<file path="config.mk">
export PLATFORM = sky130hd
export DESIGN_NAME = challenge_collector
export DESIGN_NICKNAME = d
export VERILOG_FILES = /design/src/rtl/challenge_collector.sv
export SDC_FILE = /design/constraint.sdc
export NUM_CORES = 1
export LEC_CHECK = 0
export BUFFER_PORTS_ARGS = -buffer_cell sky130_fd_sc_hd__buf_2
export CAP_MARGIN = 20
export CORE_UTILIZATION = 30
export DETAILED_ROUTE_END_ITERATION = 7
export SLEW_MARGIN = 25
export SYNTH_ARGS = -nofsm -noshare
export SYNTH_HDL_FRONTEND = slang
export SYNTH_SLANG_ARGS = --single-unit
</file>
<file path="constraint.sdc">
create_clock -name clk_i -period 2.7 [get_ports clk_i]
set_clock_uncertainty 0.15 [all_clocks]
set_input_delay 0.135 -clock clk_i [delete_from_list [all_inputs] [get_ports clk_i]]
set_output_delay 0.135 -clock clk_i [all_outputs]
set_load 0.02 [all_outputs]
</file>
<file path="src/rtl/challenge_collector.sv">
// challenge_collector: gathers WIDTH serial generator bits into a parallel challenge word
// and offers it on a valid/ready handshake, with stuck-word detection and abort.
module challenge_collector #(
    parameter int WIDTH = 64,
    localparam int CNT_W = $clog2(WIDTH)
) (
    input  logic             clk_i,
    input  logic             reset_i,
    input  logic             start_i,
    input  logic             abort_i,
    input  logic             msb_first_i,
    input  logic             continuous_i,
    input  logic             gen_bit_i,
    input  logic             gen_valid_i,
    output logic             gen_en_o,
    output logic [WIDTH-1:0] challenge_o,
    output logic             out_valid_o,
    input  logic             out_ready_i,
    output logic             stuck_o,
    output logic             busy_o,
    output logic [CNT_W-1:0] bit_cnt_o
);
    typedef enum logic [1:0] {IDLE, SAMPLE, HOLD} state_t;

    state_t             state_q, state_d;
    logic [WIDTH-1:0]   chal_q, chal_d, shf;
    logic [CNT_W-1:0]   cnt_q, cnt_d;
    logic               stuck_q, stuck_d;
    logic               msb_q, msb_d;
    logic               cont_q, cont_d;

    always_ff @(posedge clk_i) begin
        if (!reset_i) begin
            state_q <= IDLE;
            chal_q  <= '0;
            cnt_q   <= '0;
            stuck_q <= 1'b0;
            msb_q   <= 1'b0;
            cont_q  <= 1'b0;
        end else begin
            state_q <= state_d;
            chal_q  <= chal_d;
            cnt_q   <= cnt_d;
            stuck_q <= stuck_d;
            msb_q   <= msb_d;
            cont_q  <= cont_d;
        end
    end

    assign shf = msb_q ? {chal_q[WIDTH-2:0], gen_bit_i} : {gen_bit_i, chal_q[WIDTH-1:1]};

    always_comb begin
        state_d = state_q;
        chal_d  = chal_q;
        cnt_d   = cnt_q;
        stuck_d = stuck_q;
        msb_d   = msb_q;
        cont_d  = cont_q;
        case (state_q)
            IDLE: if (start_i) begin
                state_d = SAMPLE;
                chal_d  = '0;
                cnt_d   = '0;
                msb_d   = msb_first_i;
                cont_d  = continuous_i;
            end
            SAMPLE: if (abort_i) begin
                state_d = IDLE;
                cnt_d   = '0;
            end else if (gen_valid_i) begin
                chal_d = shf;
                if (cnt_q == CNT_W'(WIDTH - 1)) begin
                    state_d = HOLD;
                    cnt_d   = '0;
                    stuck_d = (&shf) | ~(|shf);
                end else begin
                    cnt_d = cnt_q + CNT_W'(1);
                end
            end
            HOLD: if (out_ready_i) begin
                stuck_d = 1'b0;
                state_d = cont_q ? SAMPLE : IDLE;
                chal_d  = cont_q ? '0 : chal_q;
            end
            default: state_d = IDLE;
        endcase
    end

    assign gen_en_o    = state_q == SAMPLE;
    assign out_valid_o = state_q == HOLD;
    assign busy_o      = state_q != IDLE;
    assign stuck_o     = stuck_q;
    assign challenge_o = chal_q;
    assign bit_cnt_o   = cnt_q;
endmodule

</file>
# Word-level counts from Yosys, hierarchy flattened
# Cells that the tools add are included.
op_classes:
  n_addsub: 1
  n_mul: 0
  n_div: 0
  n_lt_le_gt_ge: 0
  n_eq_ne: 11
  n_shift: 0
  muxes: 24
  bitwise: 2
  reduce_logical: 12
ops:
  columns: ["cell", "count"]
  rows:
  - ["64-bit 2-to-1 mux", 6]
  - ["64-bit one-hot mux with 3 select lines", 1]
  - ["64-bit AND reduction", 1]
  - ["64-bit OR reduction", 1]
  - ["6-bit 2-to-1 mux", 4]
  - ["6-bit one-hot mux with 2 select lines", 1]
  - ["2-bit 2-to-1 mux", 5]
  - ["6-bit by 1-bit adder with 6-bit output (second input constant)", 1]
  - ["6-bit == test (second input constant)", 1]
  - ["2-bit by 1-bit != test with 1-bit output (second input constant)", 3]
  - ["2-bit != test (second input constant)", 3]
  - ["2-bit one-hot mux with 3 select lines", 1]
  - ["6-bit AND reduction", 1]
  - ["2-bit nonzero test", 3]
  - ["1-bit 2-to-1 mux", 5]
  - ["5-bit AND reduction", 1]
  - ["4-bit AND reduction", 1]
  - ["3-bit by 2-bit != test with 1-bit output (second input constant)", 1]
  - ["3-bit != test (second input constant)", 1]
  - ["3-bit AND reduction", 1]
  - ["3-bit nonzero test", 1]
  - ["2-bit by 1-bit == test with 1-bit output (second input constant)", 1]
  - ["2-bit == test (second input constant)", 1]
  - ["2-bit logical NOT", 1]
  - ["other kinds (4)", 4]
totals:
  regBits: 75
  latch_bits: 0
  ramBits: 0
  romBits: 0
  in_bits: 9
  output_inout_bits: 74
  elab_cells: 56
  mem_count: 0

# Depth between registers and ports, before layout
# Gate-level depths: netlist of run 1.
depth:
  ltp_word: 8
  mapped_depth: 9
  depth_no_buf: 7

# Worst setup path before layout of run 1
# OpenSTA, ideal clock, no wires.
synth_timing:
  path_type: "register to register"
  startpoint: "reg chal_q[42] (netlist: challenge_o[42])"
  endpoint: "reg stuck_q (netlist: stuck_o)"
  setup_ns: 0.070
  t_arrival_ns: 1.646
  required_time_ns: 2.480
  slack_ns: 0.834
  path_stages_with_launch: 7
  n_path_buf: 0
  period_less_slack_ns: 1.866
  cell_sequence: "dfxtp_1 and2_1 nand4_1 or3_1 a2111oi_2 a31oi_1 a21oi_1"
synth_via:
  elab_chain_len: 8
  elab_cells_between_ends: 9
  cone_classes: "5 x mux; 2 x bitwise; 2 x reduce/logical"
synth_lines:
  columns: ["element", "line_no", "text"]
  rows:
  - ["from (decl)", "26", "logic [WIDTH-1:0] chal_q, chal_d, shf;"]
  - ["from (signal assigned)", "42", "chal_q <= chal_d;"]
  - ["64-bit 2-to-1 mux (*)", "50", "assign shf = msb_q ? {chal_q[WIDTH-2:0], gen_bit_i} : {gen_bit_i, chal_q[WIDTH-1:1]};"]
  - ["64-bit OR reduction", "75", "stuck_d = (&shf) | ~(|shf);"]
  - ["1-bit inverter", "75", null]
  - ["1-bit OR (*)", "75", null]
  - ["1-bit 2-to-1 mux (*)", "72", "if (cnt_q == CNT_W'(WIDTH - 1)) begin"]
  - ["1-bit 2-to-1 mux (*)", "70", "end else if (gen_valid_i) begin"]
  - ["1-bit 2-to-1 mux (*)", "67", "SAMPLE: if (abort_i) begin"]
  - ["1-bit one-hot mux with 2 select lines (*)", "59", "case (state_q)"]
  - ["to (signal assigned)", "44", "stuck_q <= stuck_d;"]
  - ["to (decl)", "28", "logic stuck_q, stuck_d;"]
# Mark *: on every way between the ends. The rest lies on a longest branch, timed or not. The select of a mux whose other input is x is not followed.
# A chain may end at the register's enable or synchronous reset.

# Worst setup path in the final report of run 1
layout_timing:
  startpoint: "reg msb_q"
  endpoint: "reg stuck_q (netlist: stuck_o)"
layout_via:
  elab_chain_len: 8
  elab_cells_between_ends: 9
  cone_classes: "5 x mux; 2 x bitwise; 2 x reduce/logical"
layout_lines:
  columns: ["element", "line_no", "text"]
  rows:
  - ["from (decl)", "29", "logic msb_q, msb_d;"]
  - ["from (signal assigned)", "45", "msb_q <= msb_d;"]
  - ["64-bit 2-to-1 mux (*)", "50", null]
  - ["64-bit OR reduction", "75", null]
  - ["1-bit inverter", "75", null]
  - ["1-bit OR (*)", "75", null]
  - ["1-bit 2-to-1 mux (*)", "72", null]
  - ["1-bit 2-to-1 mux (*)", "70", null]
  - ["1-bit 2-to-1 mux (*)", "67", null]
  - ["1-bit one-hot mux with 2 select lines (*)", "59", null]
# Marks and branches as above.

==> metrics.md, run 1 <==
| Metric | Value |
|---|---|
| Kind of critical path | register to register |
| Most frequent cell after synthesis | dfxtp_1 |
| Gate Count Post-Synth | approximately 550 |
| Max Slew Vio Count | 0 |
| Die height | 124 um |
| Hpwl dp | roughly 10000 um |
| Wire per inst | 17.0 um |
| Min Tclk post-route | ~2300 ps |
| Starting DRC count in detailed routing | approximately 300 |
| GR Util All Layers | a little under a fifth |
| Number of distinct library cells after synthesis | between 50 and 60 |
| # DRC | 0 |
| Static Leak | about 1.9 nW |
| Crit end category | register |
| Vias in the first global route | between 4000 and 5000 |
| Top_reg_cell synth | dfxtp_1 |
| Hold Crit Class | input port to register |
| Cell Area, Synth | ~4500 um^2 |
| Share of post-route cells with drive strength above 1 | between 10% and 20% |
| Post-synthesis sequential area ratio | 33.7% |
| WHS | slightly below 20 ps |
| Critical path required time | 2810 ps |
| Share of the synthesized area in the top cell type | about a third |
| Port Buffers | just over 80 |
| Cell area power density | between 500 and 600 nW/um^2 |
| Die Width | between 100 and 150 um |
| Crit path DAT | 2390 ps |
| TNS Setup | 0 ps |
| Critical path fanouts, max | between 40 and 50 |
| Post-synth top area cell | dfxtp_1 |
| Routed wire length | roughly 14000 um |
| Syn. warnings | 0 |
| Post-route ant nets | 0 |
| First-pass GRT wire length | 22500 um |
| Gpl congestion | 0.915 |
| Setup violations, final | 0 |
| Clk root buf | clkbuf_16 |
| H-tree levels | 3 |
| # rows | 44 |
| CTS tree | built |
| Max-Cap Viols | 0 |
| Asr flop ratio synth | 0% |
| Largest cells by area after synthesis | dfxtp_1 (34%), mux2i_1 (13%), nor2b_1 (9.3%) |
| Drt pass-1 iters | 5 |
| Diode count | 0 |
| CTS clk-pin slew, worst paths | around 60 ps |
| Starting Density | a little under a third |
| Worst-Margin Slew | ~600 ps |
| Syn avg cell area | about 8.1 um^2 |
| Yosys reg bits | 75 |
| Fill count | 1554 |
| PostCTS Resize Cnt | 0 |
| Via density | 5.41 |
| Grt ovf | 0 |
| Max Freq | 440 MHz |
| Placeable Area | 14500 um^2 |
| I/O pin total | 83 |
| Hold Violations, Final | 0 |
| Layout net count | roughly 630 |
| Syn_nets | about 560 |
| Clock insertion delay at the later pin of the skew report | 340 ps |
| Die area | ~15000 um^2 |
| Crit start category | register |
| Fin crit share | about 84% |
| RSZ-0062 raised after global routing | false |
| Post-synth EDFFs | 0 |
| Largest net degree at the start of global routing | 64 |
| Commonest cells in the netlist | dfxtp_1 (75), a21oi_1 (69), nor2b_1 (66) |
| Layout area overhead | 19.2% |
| Antenna violations before repair | 0 |
| VDD IR max | between 0.3 and 0.4 mV |
| Status | finished clean |
| Num Clock Sinks | 75 |
| Number of CTS-inserted buffers | 9 |
| Worst rel slew slack | between 60% and 70% |
| Clock tree buffer depth | 2 |
| Vias after detailed routing | ~4400 |
-- where the power goes --
part | switching (mW) | internal, mW | total, mW
sequential | 0.0191 | 1.11 | 1.13
combinational | 0.144 | 0.0815 | 0.225
clock | 0.482 | 0.834 | 1.32
total | 0.645 | 2.03 | 2.67
-- path summary, 6_finish.rpt --
path	start	end	slack, ps	cells past startpoint
min reg2reg	bit_cnt_o[1]	bit_cnt_o[1]	380	2
min	abort_i	state_q[0]	20	3
max	msb_q	stuck_o	430	6
max reg2reg	msb_q	stuck_o	430	6
-- registers in the layout, summed over array words and instances, names as in the netlist --
| register | flops |
|---|---|
| bit_cnt_o | 6 |
| challenge_o | 64 |
| cont_q | 1 |
| msb_q | 1 |
| state_q | 2 |
| stuck_o | 1 |
-- what timing repair did --
item	in CTS	in global routing
hold buffers	3	0
buffers inserted	0	0
endpoints found under the hold margin	4	0
-- through the flow --
step / instance area (um^2) / power, mW / worst slack (ps) / util [%] / std cells
after floorplan: 4460 / 1.34 / 834 / - / 552
after global placement: 4950 / 1.37 / 480 / 34.1 / 786
after detailed placement: 4950 / 1.37 / 421 / 34.1 / 786
after CTS: 5310 / 2.70 / 414 / 36.5 / 805
after global routing: 5310 / 2.75 / 230 / 36.5 / 805
final: 5310 / 2.67 / 429 / 36.5 / 805
-- area by class of cell --
type	instances	area [um^2]	share of cell area [%]
Clock buffer	10	239	4.50
Timing Repair Buffer	94	520	9.80
Inverter	6	22.5	0.424
Multi-Input combinational cell	430	2700	50.9
Sequential cell	75	1510	28.4
Clock inverter	6	88.8	1.67
Tap cell	184	230	4.34
-- cell usage in the layout, fill, tap and decap left out, drive strengths merged, types with 4 or more instances in the layout --
cell type / instances
buf: 91
dfxtp: 75
a21oi: 70
nor2b: 66
mux2i: 60
nor3: 58
nand2: 29
nor2: 28
nand3: 22
nor4: 16
nand4: 13
clkbuf: 10
o21ai: 7
a31oi: 6
inv: 6
a21boi: 6
nand2b: 5
a211oi: 4
-- worst max-delay path, cell delays in order (launching register included) --
cell	delay (ps)
dfxtp_4	510
inv_2	270
nand4_1	200
or3_1	420
a2111oi_2	340
a31oi_1	140
a21oi_1	160
-- routing by layer --
| layer | up-vias | share of wire (%) | track usage, % |
|---|---|---|---|
| li1 | 2145 | - | - |
| met4 | 0 | 1.7 | 5.95 |
| met3 | 18 | 5.3 | 4.26 |
| met1 | 2072 | 48 | 25.4 |
| met2 | 121 | 45 | 29.8 |
| met5 | - | 0 | 0 |
-- kinds of logic (layout without fill, tap and decap cells) --
logic type,count (synthesis),count (layout),share of synthesized area (%)
multiplexers,60,60,13.5
flip-flops,75,75,33.7
buffers and inverters,47,116,5.87
AO/OA/AOI/OAI,108,108,14.4
AND/OR/NAND/NOR,261,261,32.3
adder cells (fa/ha/maj),1,1,0.281
Note: power is estimated with default switching activity, not from simulation.
==> run 2, diff against run 1 <==
--- a/config.mk
+++ b/config.mk
@@ -5,6 +5,7 @@
 export SDC_FILE = /design/constraint.sdc
 export NUM_CORES = 1
 export LEC_CHECK = 0
+export ABC_AREA = 1
 export BUFFER_PORTS_ARGS = -buffer_cell sky130_fd_sc_hd__buf_2
 export CAP_MARGIN = 20
 export CORE_UTILIZATION = 30
==> constraint.sdc (replaced) <==
create_clock -name clk_i -period 2.09 [get_ports clk_i]
set_clock_uncertainty 0.15 [all_clocks]
set_input_delay 0.1045 -clock clk_i [delete_from_list [all_inputs] [get_ports clk_i]]
set_output_delay 0.1045 -clock clk_i [all_outputs]
set_load 0.02 [all_outputs]
==> run 2 against run 1 <==
Routed wire length decreased by 5.1%. Die area up 3.9%. Sequential power up 68%. Via count up 14%. Count of clock-buffer cells in the layout unchanged. Cell count up 27%. First-iteration DRC count increased by 43%. Non-clock buffer count is 8 higher. Hold slack got worse by 3.6 ps. Design area grew 4.2%. Synthesized area increased by 4.0%. Synthesized cell count rose by 38%. Largest power group is now combinational logic.
==> metrics.md, run 2 <==
| Metric | Value |
|---|---|
| Die Width | 126 um |
| Num Clock Sinks | between 70 and 80 |
| Port Buffers | just over 80 |
| Max Freq | about 540 MHz |
| First-pass GRT wire length | 21800 um |
| Wire per inst | roughly 13 um |
| PostCTS Resize Cnt | 0 |
| # DRC | 0 |
| Max-Cap Viols | 0 |
| Cell Area, Synth | 4630 um^2 |
| Crit path top cell by count | nand2_1 |
| H-tree levels | 3 |
| Hold Violations, Final | 0 |
| P_sw | between 2 and 3 mW |
| Number of distinct library cells after synthesis | 26 |
| Post-synth top area cell | dfxtp_1 |
| Global route hottest layer | met2 |
| Syn avg cell area | between 6 and 7 um^2 |
| Most frequent cell after synthesis | nand2_1 |
| Die height | between 100 and 150 um |
| Hpwl dp | 9030 um |
| Commonest cells in the netlist | nand2_1 (255), nor2_1 (90), dfxtp_1 (75) |
| Yosys reg bits | between 70 and 80 |
| Routed wire length | 13000 um |
| Hold Crit Class | input port to register |
| Starting Density | between 30 and 40% |
| Layout area overhead | 19.4% |
| Cell area power density | ~1100 nW/um^2 |
| Worst-Margin Slew | about 490 ps |
| RSZ-0062 raised after global routing | false |
| Via density | 4.87 |
| Worst path slowest cell | dfxtp_4 |
| Grt ovf | 0 |
| Largest cells by area after synthesis | dfxtp_1 (32%), nand2_1 (21%), a21oi_1 (7.7%) |
| CP delay by family, top | simple AND/OR/NAND/NOR gates |
| I/O pin total | 83 |
| Tot Pwr | between 5 and 6 mW |
| Vias after detailed routing | around 5000 |
| Post-route ant nets | 0 |
| Clock Power Share | 24.3% |
| GR Util All Layers | roughly 17% |
| CP peak stage delay | 410 ps |
| Met2 GRT Util | 25.4% |
| Fin worst setup slack | 229 ps |
| Vias in the first global route | approximately 4400 |
| Starting DRC count in detailed routing | between 400 and 500 |
| CTS clk-pin slew, worst paths | 60 ps |
| Most frequent cells in the layout | nand2_1 (255), nor2_1 (90), buf_2 (82) |
| Number of CTS-inserted buffers | 9 |
| Drt pass-1 iters | 5 |
| Kind of critical path | register to register |
| Placeable Area | 15100 um^2 |
| # rows | 45 |
| Setup violations, final | 0 |
| Min Tclk post-route | 1860 ps |
| Crit start category | register |
| Combinational Power Share | between 40% and 50% |
| Crit-path cells | buf_12 -> buf_12 -> o21ai_0 -> nor2_1 -> nand2_1 -> nor2_1 -> nand2_1 -> nor2_1 -> nand2_1 -> nand3_1 -> nand2_1 -> inv_1 |
| Antenna violations before repair | 0 |
| Internal power | about 3.3 mW |
| Asr flop ratio synth | 0% |
| Met3 usage | under 10% |
| WP buf/inv | 3 |
| Clk root buf | clkbuf_16 |
| Fin crit share | a little under 90% |
| Critical path fanouts, max | 32 |
| Clock tree buffer depth | 2 |
| Worst rel slew slack | between 60% and 70% |
| Reg2Reg Setup Slack | between 200 and 250 ps |
| CTS tree | built |
| Largest net degree at the start of global routing | between 60 and 70 |
| Critical path required time | around 2200 ps |
| TNS Setup | 0 ps |
| Flop pwr share | 32.5% |
| Syn. warnings | 0 |
| Static Leak | about 2.5 nW |
| Top_reg_cell synth | dfxtp_1 |
| VDD IR max | a little under 0.4 mV |
| M1 GR Usage | a little under a quarter |
| Clock insertion delay at the later pin of the skew report | between 300 and 400 ps |
| Commonest non-fill, non-tap cell in the layout | nand2_1 |
| Post-synthesis sequential area ratio | between 30% and 40% |
| Post-synth EDFFs | 0 |
| Largest register FFs | 64 |
| Crit end category | register |
| Share of post-route cells with drive strength above 1 | 15.4% |
| Gpl congestion | approximately 0.79 |
| Gate Count Post-Synth | between 700 and 800 |
| Share of the synthesized area in the top cell type | between 30% and 40% |
| Layout net count | around 840 |
| Status | finished clean |
| Diode count | 0 |
| Syn_nets | between 700 and 800 |
| Max Slew Vio Count | 0 |
| Sw Ratio | a little over two fifths |
| Dpl ws | 209 ps |
| Crit path DAT | ~2000 ps |
| Die area | 15900 um^2 |
==> run 2: changes by cell type after synthesis, moves of 7 or more <==
| cell | before | now |
|---|---|---|
| nand2_1 | 29 | 255 |
| nor2b_1 | 66 | 0 |
| nor2_1 | 28 | 90 |
| mux2i_1 | 60 | 0 |
| inv_1 | 5 | 63 |
| o21ai_0 | 6 | 57 |
| nor3_1 | 57 | 7 |
| a211oi_1 | 3 | 42 |
| nor4_1 | 15 | 1 |
| buf_6 | 3 | 11 |
| o21ai_1 | 1 | 8 |
==> run 2: timing repair <==
| action | CTS | global route |
|---|---|---|
| setup endpoints to repair | 0 | 1 |
| hold endpoints to repair | 4 | 0 |
| hold buffers | 5 | 0 |
| buffers inserted | 0 | 0 |
==> run 2: cell families (layout without fill, tap and decap cells) <==
group / Yosys count / after routing / synth area share, %
AND/OR/NAND/NOR: 386 / 386 / 33.0
AO/OA/AOI/OAI: 182 / 182 / 22.5
buffers and inverters: 117 / 188 / 11.8
flip-flops: 75 / 75 / 32.4
adder cells (fa/ha/maj): 1 / 1 / 0.270
==> run 2: through the flow <==
step | hold slack [ps] | utilization (%) | cell area, um^2 | cells
final | 16.0 | 36.5 | 5530 | 1020
after global routing | 58.6 | 36.5 | 5530 | 1020
after CTS | 2.90 | 36.4 | 5510 | 1019
after detailed placement | 214 | 34.3 | 5190 | 998
after global placement | 201 | 34.3 | 5190 | 998
after floorplan | 89.4 | - | 4630 | 761
==> run 2: final timing paths <==
check / to / from / cells after the start
min reg2reg: bit_cnt_o[1] / bit_cnt_o[1] / 2
min: state_q[1] / abort_i / 4
max: stuck_o / msb_q / 12
max reg2reg: stuck_o / msb_q / 12
==> run 2: tightest hold or removal path, cell delays in order <==
cell     delay (ps)
buf_2           100
nor2_1           70
a21oi_1         150
nor2_1           50
==> run 2: routing by layer <==
| metal | vias to the layer above | routed length [um] |
|---|---|---|
| li1 | 2615 | - |
| met1 | 2217 | 6520 |
| met2 | 125 | 5580 |
| met3 | 12 | 767 |
| met4 | 0 | 120 |
| met5 | - | 0 |
==> run 2: cell type report <==
cell class,count,area [um^2]
well taps,188,235
repair buffers,102,678
clock inverters,6,32.5
clock buffers,10,229
flip-flops and latches,75,1510
fillers,1625,9610
multi-input cells,569,2590
inverters,70,263
==> run 2: power groups by stage <==
| stage | logic (mW) | clock network (mW) | registers [mW] |
|---|---|---|---|
| floorplan | 1.63 | 0 | 2.14 |
| global placement | 2.52 | 0 | 1.93 |
| detailed placement | 2.51 | 0 | 1.93 |
| CTS | 2.53 | 1.47 | 1.90 |
| global route | 2.85 | 1.54 | 1.94 |
| finish | 2.53 | 1.43 | 1.90 |
